[config.mk]
export PLATFORM = sky130hd
export DESIGN_NAME = risk_arbiter
export DESIGN_NICKNAME = d
export VERILOG_FILES = /design/src/rtl/risk_arbiter.sv
export SDC_FILE = /design/constraint.sdc
export NUM_CORES = 1
export LEC_CHECK = 0
export ABC_AREA = 1
export BUFFER_PORTS_ARGS = -buffer_cell sky130_fd_sc_hd__buf_2
export CAP_MARGIN = 0
export CORE_AREA = 2 2 135 137
export DETAILED_ROUTE_END_ITERATION = 8
export DIE_AREA = 0 0 137 139
export PLACE_DENSITY_LB_ADDON = 0.25
export SETUP_SLACK_MARGIN = 0.02
export SYNTH_ARGS = -nofsm -noshare
export SYNTH_HDL_FRONTEND = slang
export SYNTH_SLANG_ARGS = --single-unit
[constraint.sdc]
create_clock -name clk -period 5.1 [get_ports clk]
set_input_delay 1.02 -clock clk [delete_from_list [all_inputs] [get_ports clk]]
set_output_delay 1.02 -clock clk [all_outputs]
set_load 0.01 [all_outputs]
[src/rtl/risk_arbiter.sv]
// Round-robin front end that shares one risk engine among N strategy cores.
// Holds a sticky halt on any kill verdict or engine timeout.
module risk_arbiter #(
  parameter int N_REQ   = 4,
  parameter int TIMEOUT = 16
) (
  input  logic                     clk,
  input  logic                     rst,
  input  logic [N_REQ-1:0]         req_valid,
  output logic [N_REQ-1:0]         req_ready,
  input  logic [N_REQ*32-1:0]      req_position,
  input  logic [N_REQ*32-1:0]      req_beta,
  output logic [N_REQ-1:0]         rsp_valid,
  input  logic [N_REQ-1:0]         rsp_ready,
  output logic                     rsp_allow,
  output logic                     rsp_kill,
  output logic                     eng_in_valid,
  input  logic                     eng_in_ready,
  output logic [31:0]              eng_position,
  output logic [31:0]              eng_beta,
  input  logic                     eng_out_valid,
  output logic                     eng_out_ready,
  input  logic                     eng_allow,
  input  logic                     eng_kill,
  output logic [$clog2(N_REQ)-1:0] grant_id,
  output logic                     halt,
  output logic                     timeout_err,
  input  logic                     clear_halt
);

  localparam int IW = $clog2(N_REQ);
  localparam int CW = $clog2(TIMEOUT);

  typedef enum logic [1:0] {
    IDLE, ISSUE, WAIT, DELIVER
  } state_e;

  state_e        state_q;
  logic [IW-1:0] last_q, grant_q, win_idx;
  logic [31:0]   pos_q, beta_q, pos_sel, beta_sel;
  logic [CW-1:0] cnt_q;
  logic          allow_q, kill_q, halt_q, terr_q;
  logic          win_found, take, rsp_hit, tmo_hit, kill_set;
  logic [31:0]   j;

  // search starts just after the last owner and wraps
  always_comb begin
    win_found = 1'b0;
    win_idx   = '0;
    j         = '0;
    for (int k = 1; k <= N_REQ; k++) begin
      j = (32'(last_q) + 32'(k)) % 32'(N_REQ);
      if (!win_found && req_valid[j[IW-1:0]]) begin
        win_found = 1'b1;
        win_idx   = j[IW-1:0];
      end
    end
  end

  always_comb begin
    pos_sel  = '0;
    beta_sel = '0;
    for (int i = 0; i < N_REQ; i++) begin
      if (win_idx == IW'(i)) begin
        pos_sel  = req_position[32*i +: 32];
        beta_sel = req_beta[32*i +: 32];
      end
    end
  end

  assign req_ready = (state_q == IDLE && !halt_q && win_found)
                     ? (N_REQ'(1) << win_idx) : '0;
  assign take      = |req_ready;

  assign rsp_hit  = (state_q == WAIT) && eng_out_valid;
  assign tmo_hit  = (state_q == ISSUE ||
                     (state_q == WAIT && !eng_out_valid)) &&
                    (cnt_q == CW'(TIMEOUT - 1));
  assign kill_set = (rsp_hit && eng_kill) || tmo_hit;

  always_ff @(posedge clk) begin
    if (rst) begin
      state_q <= IDLE;
      last_q  <= IW'(N_REQ - 1);
      grant_q <= '0;
      pos_q   <= '0;
      beta_q  <= '0;
      cnt_q   <= '0;
      allow_q <= 1'b0;
      kill_q  <= 1'b0;
      halt_q  <= 1'b0;
      terr_q  <= 1'b0;
    end else begin
      unique case (state_q)
        IDLE: begin
          if (take) begin
            pos_q   <= pos_sel;
            beta_q  <= beta_sel;
            grant_q <= win_idx;
            cnt_q   <= '0;
            state_q <= ISSUE;
          end
        end
        ISSUE: begin
          cnt_q <= cnt_q + 1'b1;
          if (tmo_hit) begin
            allow_q <= 1'b0;
            kill_q  <= 1'b1;
            state_q <= DELIVER;
          end else if (eng_in_ready) begin
            state_q <= WAIT;
          end
        end
        WAIT: begin
          cnt_q <= cnt_q + 1'b1;
          if (rsp_hit) begin
            allow_q <= eng_allow;
            kill_q  <= eng_kill;
            state_q <= DELIVER;
          end else if (tmo_hit) begin
            allow_q <= 1'b0;
            kill_q  <= 1'b1;
            state_q <= DELIVER;
          end
        end
        DELIVER: begin
          if (rsp_ready[grant_q]) begin
            last_q  <= grant_q;
            state_q <= IDLE;
          end
        end
        default: state_q <= IDLE;
      endcase
      // a set in the same cycle as a clear wins
      if (kill_set)        halt_q <= 1'b1;
      else if (clear_halt) halt_q <= 1'b0;
      if (tmo_hit)         terr_q <= 1'b1;
      else if (clear_halt) terr_q <= 1'b0;
    end
  end

  assign rsp_valid     = (state_q == DELIVER) ? (N_REQ'(1) << grant_q) : '0;
  assign rsp_allow     = allow_q;
  assign rsp_kill      = kill_q;
  assign eng_in_valid  = (state_q == ISSUE);
  assign eng_out_ready = (state_q == IDLE) || (state_q == WAIT);
  assign eng_position  = pos_q;
  assign eng_beta      = beta_q;
  assign grant_id      = grant_q;
  assign halt          = halt_q;
  assign timeout_err   = terr_q;

endmodule

==> flow_summary_export.csv, run 1 <==
group,metric,value,unit
detailed_routing,firstDrtPassIters,5,
synth,synth_warnings,0,
cts,h-tree-depth,3,
cells_and_area,seq_area,1560,µm²
synth,syn_inst,1039,
synth,synth_area_per_cell,5.46,µm²
synth,ys_seq_area_share,27.5,%
timing,max_freq,0.259,GHz
detailed_routing,wl_met2,10700,µm
floorplanning,placement_rows,49,
cts,clockBufferDepth,2,
global_routing,track_usage,22.2,%
floorplanning,die_h,139,µm
cts,postCtsSetupRepairBufs,0,
timing,period_needed,3870,ps
timing,tns,0,ps
cts,cts_tree,"built",
placed_design,hpwlAfterDp,16300,µm
cts,hold_buffers,0,
detailed_routing,drt-met1-wl,8250,µm
cells_and_area,postLayoutCoreUtil,44.1,%
cells_and_area,area_growth,37.4,%
timing,period_share,75.8,%
timing,relSlewSlack,37.1,%
pwr,peakVddDrop,0.275,mV
global_routing,overflow,0,
detailed_routing,wirelength,21400,µm
cts,cts-buffers-inserted,9,
detailed_routing,wl_per_cell,13.5,µm
cells_and_area,final_cells,1589,
timing,holdWs,460,ps
detailed_routing,drcViolationCount,0,
run_status,status,"finished, final reports clean",
pwr,pwr_density_cell,477,nW/µm²
detailed_routing,highest_layer,"met4",
timing,hold_viol_final,0,
critical_path,worstPathArrival,2850,ps
floorplanning,die_width,137,µm
run,maxCapViolCount,0,
placed_design,gp_congestion,0.941,
cts,clock_latency,340,ps
timing,drv_slew,0,
floorplanning,initial_core_util,32.1,%
synth,synth_area,5670,µm²
timing,setup_viol,0,
timing,rsz0062_at_grt,"false",
global_routing,grt_pass1_vias,6711,
detailed_routing,drt_iter0_markers,340,
worst_hold_path,hp-class,"reg2reg",
detailed_routing,vias,7264,
cells_and_area,drive_gt1_share,28.9,%
global_routing,antenna_found_initial,4,
synth,synth.distinct_cells,29,
detailed_routing,final_antenna_net_count,0,
floorplanning,dieArea,19000,µm²
timing,finalClockSkew,4.58,ps
synth,synth_nets,1316,
placed_design,dp_cells,1569,
cts,cts_root_buf,"clkbuf_16",
critical_path,critPathMaxFanout,44,
cells_and_area,num-fill-cells,2015,
placed_design,placement.io_buffers,350,
pwr,p_leak,0.00457,µW
synth,ys_ff_latch,78,
floorplanning,core-area,17700,µm²
global_routing,grt_max_degree,91,
cts,post_cts_resized,0,
critical_path,criticalPathCategory,"in2out",
timing,worst_pin_slew,944,ps
cts,cts_sinks,78,
detailed_routing,route.met3.wl,1770,µm
detailed_routing,post_drt_via_cell_ratio,4.57,
critical_path,cp.required,4080,ps
cells_and_area,multi_input_area,3230,µm²
critical_path,startpoint_type,"input port",
cells_and_area,fin_nets,1628,
floorplanning,io_pins,351,
cts,clk_pin_slew,60,ps
global_routing,grt_pass1_wl,33200,µm
critical_path,critPathCaptureType,"output pin",
[logic make-up after synthesis]
| kind of cell | count (synthesis) | share of synthesized area, % |
|---|---|---|
| compound gates | 91 | 8.38 |
| fa+ha+maj | 6 | 1.32 |
| buf+inv | 210 | 15.6 |
| flops | 78 | 27.5 |
| mux | 1 | 0.176 |
| simple gates | 653 | 47.0 |
[report_power, final]
part | leakage [µW] | internal (µW) | switching, µW
Clock | 0.000142 | 393 | 266
Sequential | 0.000643 | 844 | 127
Combinational | 0.00378 | 746 | 1340
[cell type report]
cell class,instances,area share [%]
repair buffers,359,23.5
diodes,4,0.128
inverters,152,7.35
clock inverters,5,0.755
multi-input cells,751,41.4
flip-flops and latches,78,20.0
clock buffers,11,3.11
well taps,229,3.68
[flip-flops by register name, summed over array words and instances (netlist names)]
| signal | count |
|---|---|
| eng_beta | 32 |
| eng_position | 32 |
| cnt_q | 4 |
| grant_id | 2 |
| last_q | 2 |
| state_q | 2 |
| halt | 1 |
| rsp_allow | 1 |
| rsp_kill | 1 |
| timeout_err | 1 |
[metal layers]
layer,vias up,track usage [%]
li1,3777,-
met5,-,0
met4,0,9.39
met1,3159,24.4
met2,281,39.5
met3,47,6.14
[through the flow]
step	setup WS, ps	cell area [µm²]	power, µW
6_report	1230	7790	3720
5_1_grt	995	7790	4100
4_1_cts	1200	7780	3780
3_5_place_dp	1210	7480	3100
3_3_place_gp	1230	7480	3090
2_1_floorplan	1920	5670	2400
[synthesized netlist by cell type]
library cell	instances	share of area, %
dfxtp_1	78	28
o211ai_1	5	0.66
o221ai_1	1	0.15
nand3_1	111	9.8
o21ai_0	31	2.7
buf_2	25	2.2
nor2_4	3	0.60
nand2_2	2	0.22
buf_6	7	1.4
inv_4	1	0.11
nand3b_1	1	0.13
nand3_2	1	0.18
a31oi_1	1	0.11
buf_4	3	0.40
nor2_1	137	9.1
or2_2	3	0.33
a21oi_1	52	4.6
o21bai_1	1	0.13
nor3_1	8	0.71
clkbuf_1	19	1.3
buf_1	4	0.26
nand2_1	384	25
nand3_4	1	0.31
ha_1	6	1.3
inv_1	146	9.7
mux2i_1	1	0.18
inv_2	5	0.33
nor2_2	1	0.11
nand4_1	1	0.11
[worst paths after layout]
check	start	to	cells after the start	slack (ps)
max	req_valid[2]	req_ready[3]	13	1230
min	eng_position[21]	eng_position[21]	2	460
max reg2reg	last_q[0]	eng_position[27]	15	1750
min reg2reg	eng_position[21]	eng_position[21]	2	460
[placed cells by master, fill, tap and decap left out, types with 2 or more instances in the layout]
cell type   Yosys  final
dfxtp_1        78     78
nor3_1          8      8
or2_2           3      3
o211ai_1        5      5
nor2_4          3      3
diode_2         0      4
o21ai_0        31     31
ha_1            6      6
clkinvlp_4      0      2
nand3_1       111    110
inv_2           5      5
nand2_2         2      2
nand2_1       384    384
nand3_2         1      2
clkbuf_16       0      9
buf_2          25    350
nor2_1        137    137
inv_1         146    146
buf_4           3      8
a21oi_1        52     52
[critical path, stage by stage]
cell     delay [ps]
buf_2           110
nand2_1          60
nand2_1          80
nand2_1         110
nand2_2          80
inv_2            60
nand2_1          50
nand2_1          90
nand3_4         450
inv_1           260
nand2_1         130
nor2_1          170
buf_2           160
No activity file was read; power rests on OpenSTA's default activity.
==> run 2, diff against run 1 <==
==> constraint.sdc (replaced) <==
create_clock -name clk -period 3.6 [get_ports clk]
set_input_delay 0.72 -clock clk [delete_from_list [all_inputs] [get_ports clk]]
set_output_delay 0.72 -clock clk [all_outputs]
set_load 0.01 [all_outputs]
==> run 2 against run 1 <==
Flip-flop and latch count unchanged; sequential power up 43%; design area up 1.3%; global-route usage up 0.26 points; via count down 0.51%; critical path depth unchanged; register-to-register slack worse by 990 ps; clock power up 70%; utilization up 0.58 points; non-clock buffer count up 5; final cell count about the same; critical path type is now reg2out; critical endpoint unchanged; largest cell class unchanged.
==> flow_summary_export.csv, run 2 (same netlist as run 1, synthesis figures left out) <==
group,metric,value,unit
critical_path,crit_chain,"inv_4, nand2_1, nand2_2, nand2_1, nand2_2, inv_2, nand2_1, nand2_1, nand3_4, inv_1, nand2_1, nor2_1, buf_2",
timing,rsz0062_at_grt,"false",
floorplanning,io_pins,351,
cts,cts-buffers-inserted,9,
cells_and_area,final_cells,1590,
placed_design,dp_cells,1574,
floorplanning,die_h,139,µm
timing,worst_pin_slew,931,ps
placed_design,hpwlAfterDp,16600,µm
detailed_routing,final_antenna_net_count,0,
global_routing,grt_pass1_vias,6717,
cts,clock_latency,340,ps
critical_path,cp.required,2880,ps
cts,cts_tree,"built",
critical_path,crit_family,"simple AND/OR/NAND/NOR gates",
floorplanning,core-area,17700,µm²
detailed_routing,vias,7227,
detailed_routing,drcViolationCount,0,
detailed_routing,post_drt_via_cell_ratio,4.55,
global_routing,track_usage,22.4,%
floorplanning,placement_rows,49,
timing,relSlewSlack,38.0,%
floorplanning,dieArea,19000,µm²
cells_and_area,fin_nets,1633,
detailed_routing,wl_per_cell,13.6,µm
cells_and_area,area_growth,39.2,%
run_status,status,"finished, final reports clean",
detailed_routing,drt_iter0_markers,283,
global_routing,grt_max_degree,91,
timing,tns,0,ps
detailed_routing,wirelength,21600,µm
cts,clk_pin_slew,50,ps
critical_path,slowest_stage,"dfxtp_1",
placed_design,placement.io_buffers,350,
timing,period_needed,3190,ps
global_routing,grt_pass1_wl,33800,µm
critical_path,critPathCaptureType,"output pin",
timing,max_freq,0.313,GHz
critical_path,startpoint_type,"flop",
cts,h-tree-depth,3,
cells_and_area,final_common_cell,"nand2_1",
critical_path,cp_common_cell,"nand2_1",
detailed_routing,firstDrtPassIters,5,
pwr,peakVddDrop,0.373,mV
global_routing,antenna_found_initial,3,
critical_path,worstPathArrival,2470,ps
pwr,p_leak,0.00463,µW
cells_and_area,drive_gt1_share,29.1,%
cts,cts_sinks,78,
timing,holdWs,459,ps
timing,period_share,88.7,%
pwr,pwr_density_cell,696,nW/µm²
global_routing,overflow,0,
cts,post_cts_resized,0,
critical_path,rrSetupSlack,760,ps
cts,hold_buffers,0,
critical_path,worst-path-buf-inv,4,
critical_path,critPathMaxStageDelay,560,ps
cts,postCtsSetupRepairBufs,0,
critical_path,criticalPathCategory,"reg2out",
critical_path,critPathMaxFanout,22,
run,maxCapViolCount,0,
worst_hold_path,hp-class,"reg2reg",
cts,cts_root_buf,"clkbuf_16",
cells_and_area,layout_common_cells,"nand2_1, buf_2, inv_1",
placed_design,gp_congestion,0.928,
cts,clockBufferDepth,2,
floorplanning,die_width,137,µm
cells_and_area,num-fill-cells,2010,
timing,hold_viol_final,0,
timing,drv_slew,0,
timing,finalClockSkew,5.53,ps
floorplanning,initial_core_util,32.1,%
timing,setup_viol,0,
[run 2: final cells by class]
class	instances	area, µm²	area share [%]
tap	229	287	3.63
multi-input combinational	751	3230	40.9
clock buffer	10	239	3.03
sequential	78	1560	19.8
inverter	152	573	7.26
timing repair buffer	364	1880	23.8
antenna	2	5.00	0.0634
clock inverter	4	120	1.52
[run 2: per-stage QoR]
step,setup WS [ps],power [µW],area (µm²),util (%)
after detailed placement,598,4440,7530,42.7
final,407,5500,7900,44.7
after CTS,384,5580,7890,44.7
after global placement,627,4410,7530,42.7
after floorplan,1020,3400,5670,-
after global routing,137,6020,7890,44.7
[run 2: tightest hold or removal path, stage by stage (launching register included)]
cell and delay (ps):
dfxtp_1 300, nand2_1 60, a21oi_1 50
[run 2: final timing paths]
path | start | cells after the start | to
min | rsp_allow | 2 | rsp_allow
max | last_q[0] | 13 | req_ready[3]
max reg2reg | last_q[0] | 17 | eng_position[2]
min reg2reg | rsp_allow | 2 | rsp_allow
[run 2: power breakdown]
part           internal, µW  total (µW)  switching (µW)  leakage, µW
clock                   759        1120             361     0.000175
combinational          1080        2990            1910      0.00381
sequential             1200        1390             191     0.000643
[run 2: layer usage]
| layer | up-vias | global-route usage, % | wire, µm |
|---|---|---|---|
| met3 | 31 | 5.74 | 1570 |
| met5 | - | 0 | 13 |
| met1 | 3142 | 25.7 | 8660 |
| met2 | 265 | 40.4 | 10800 |
| met4 | 2 | 6.78 | 503 |
| li1 | 3787 | - | - |
==> run 3, diff against run 2 <==
--- a/config.mk
+++ b/config.mk
@@ -5,7 +5,6 @@
 export SDC_FILE = /design/constraint.sdc
 export NUM_CORES = 1
 export LEC_CHECK = 0
-export ABC_AREA = 1
 export BUFFER_PORTS_ARGS = -buffer_cell sky130_fd_sc_hd__buf_2
 export CAP_MARGIN = 0
 export CORE_AREA = 2 2 135 137
==> constraint.sdc (replaced) <==
create_clock -name clk -period 3.3 [get_ports clk]
set_input_delay 0.66 -clock clk [delete_from_list [all_inputs] [get_ports clk]]
set_output_delay 0.66 -clock clk [all_outputs]
set_load 0.01 [all_outputs]
==> run 3 against run 2 <==
Synthesized cell count shrank 41%; synthesized area down 10%; non-clock buffer count decreased by 2; flip-flop and latch count did not move; worst hold slack worse by 7.4 ps; critical path depth shrank 5; sequential share of layout area increased by 1.8 points.
==> flow_summary_export.csv, run 3 <==
group,metric,value,unit
run_status,status,"finished, final reports clean",
worst_hold_path,whs_path_depth,2,
synth,ys_seq_area_share,30.7,%
critical_path,worstPathArrival,3150,ps
synth,yosysTopAreaCellShare,30.7,%
cts,clk_pin_slew,60,ps
cts,h-tree-depth,3,
placed_design,placement.io_buffers,350,
timing,worst_pin_slew,1130,ps
synth,synth_nets,890,
placed_design,hpwlAfterDp,13900,µm
detailed_routing,post_drt_via_cell_ratio,4.95,
cells_and_area,drive_gt1_share,41.6,%
critical_path,cp.required,3560,ps
synth,synth_warnings,0,
run,maxCapViolCount,0,
pwr,p_leak,0.00356,µW
floorplanning,core-area,17700,µm²
detailed_routing,firstDrtPassIters,4,
synth,synth_area,5090,µm²
timing,rsz0062_at_grt,"false",
detailed_routing,final_antenna_net_count,0,
synth,synth_edf_count,0,
synth,synth_flop_cell,"dfxtp_1",
timing,relSlewSlack,24.5,%
synth,synth_area_per_cell,8.30,µm²
pwr,power_switching_share,37.5,%
pwr,pwr_density_cell,597,nW/µm²
synth,synth_area_leader_cell,"dfxtp_1",
global_routing,grt_max_degree,73,
detailed_routing,wirelength,18400,µm
critical_path,reg2regPathDepth,8,
detailed_routing,wl_per_cell,15.8,µm
pwr,power_frac_clock,24.8,%
synth,synth.distinct_cells,46,
global_routing,grt_pass1_vias,5349,
global_routing,overflow,0,
cts,hold_buffers,0,
cells_and_area,fin_nets,1205,
global_routing,antenna_found_initial,0,
cts,cts_sinks,78,
synth,synthArstFlopShare,0,%
cells_and_area,area_growth,42.3,%
timing,holdWs,452,ps
timing,layout_setup_ws,419,ps
synth,syn_inst,613,
floorplanning,initial_core_util,28.8,%
cells_and_area,num-fill-cells,1866,
floorplanning,die_width,137,µm
cells_and_area,layout_common_cells,"buf_2, dfxtp_1, nand2_1",
cells_and_area,n_antenna_cell,0,
pwr,seqPwrFrac,32.4,%
floorplanning,placement_rows,49,
timing,hold_viol_final,0,
detailed_routing,vias,5748,
synth,synthTopCellsByCount,"dfxtp_1, nand2_1, a21boi_0, and3_1",
global_routing,track_usage,18.4,%
critical_path,startpoint_type,"flop",
timing,setup_viol,0,
floorplanning,dieArea,19000,µm²
synth,synth.most_common_cell,"dfxtp_1",
synth,ys_ff_latch,78,
detailed_routing,drt_iter0_markers,231,
timing,period_share,87.3,%
timing,max_freq,0.347,GHz
floorplanning,io_pins,351,
detailed_routing,drcViolationCount,0,
placed_design,gp_congestion,0.837,
cts,post_cts_resized,0,
cells_and_area,design_area,7240,µm²
cts,cts-buffers-inserted,9,
worst_hold_path,hp-class,"reg2reg",
critical_path,criticalPathCategory,"reg2reg",
synth,synth.area.top_cells,"dfxtp_1, mux2i_1, a21boi_0",
pwr,peakVddDrop,0.286,mV
placed_design,post-place-ws,247,ps
placed_design,post_dp_cell_area,6920,µm²
timing,drv_slew,0,
cells_and_area,final_common_cell,"buf_2",
cts,clockBufferDepth,2,
cts,clock_latency,340,ps
timing,finalClockSkew,7.94,ps
cts,postCtsSetupRepairBufs,0,
pwr,power.internal,2700,µW
cts,cts_root_buf,"clkbuf_16",
global_routing,grt_pass1_wl,27500,µm
floorplanning,die_h,139,µm
timing,period_needed,2880,ps
critical_path,critPathCaptureType,"flop",
pwr,p_comb_share,42.8,%
critical_path,critPathMaxFanout,36,
timing,tns,0,ps
pwr,power.switching,1620,µW
cts,cts_tree,"built",
-- run 3: changes by cell type in the layout (fill, tap and decap cells not counted), sizes merged, moves of 6 or more --
cell	previous run	this run
o21ai	31	69
a21oi	52	11
a21boi	0	66
and3	0	66
inv	152	7
nand3	113	2
nor3	8	2
nor2	141	11
o211ai	5	65
nand2	386	74
mux2i	1	65
-- run 3: worst max-delay path, cell delays in order (launching register included) --
cell and delay (ps):
dfxtp_1 330, inv_1 140, ha_1 230, nand2b_1 100, or2_0 290, a211oi_4 880, buf_4 500, o21ai_0 180
o211ai_1 120
-- run 3: cell type report --
| type | instances | area (µm²) | share of cell area, % |
|---|---|---|---|
| tap | 229 | 287 | 3.96 |
| clock inverter | 5 | 83.8 | 1.16 |
| clock buffer | 11 | 233 | 3.22 |
| inverter | 7 | 26.3 | 0.363 |
| timing repair buffer | 362 | 1850 | 25.6 |
| multi-input combinational | 470 | 3190 | 44.1 |
| sequential | 78 | 1560 | 21.6 |
-- run 3: logic make-up (layout without fill, tap and decap cells) --
family                   count (synthesis)  in the layout  synth area share [%]
AO/OA/AOI/OAI                          226            226                  30.4
adder cells (fa/ha/maj)                  6              6                  1.48
buffers and inverters                   65            385                  7.06
multiplexers                            67             67                  13.5
AND/OR/NAND/NOR                        171            171                  17.0
flip-flops                              78             78                  30.7
-- run 3: power groups by stage --
stage	logic (µW)	registers (µW)	clock network, µW
2_1_floorplan	1020	1530	0
3_3_place_gp	1860	1410	0
3_5_place_dp	1870	1420	0
4_1_cts	1880	1400	1120
5_1_grt	2050	1430	1150
6_report	1850	1400	1070
-- run 3: worst paths after layout --
| path | start | to | slack [ps] |
|---|---|---|---|
| worst min-delay path | timeout_err | timeout_err | 450 |
| worst max register to register | state_q[0] | eng_position[18] | 420 |
| worst max-delay path | state_q[0] | eng_position[18] | 420 |
| worst min register to register | timeout_err | timeout_err | 450 |
-- run 3: metrics by stage --
step	instances	util, %	total power (µW)
2_1_floorplan	613	-	2550
3_3_place_gp	1146	39.2	3270
3_5_place_dp	1146	39.2	3290
4_1_cts	1162	41.0	4400
5_1_grt	1162	41.0	4630
6_report	1162	41.0	4320
-- run 3: layer usage --
| layer | vias up | global-route usage [%] | share of wire [%] |
|---|---|---|---|
| met4 | 0 | 7.54 | 2.6 |
| met3 | 31 | 4.42 | 7.2 |
| met2 | 218 | 31.7 | 49 |
| met5 | - | 0 | 0 |
| met1 | 2612 | 21.6 | 41 |
| li1 | 2887 | - | - |
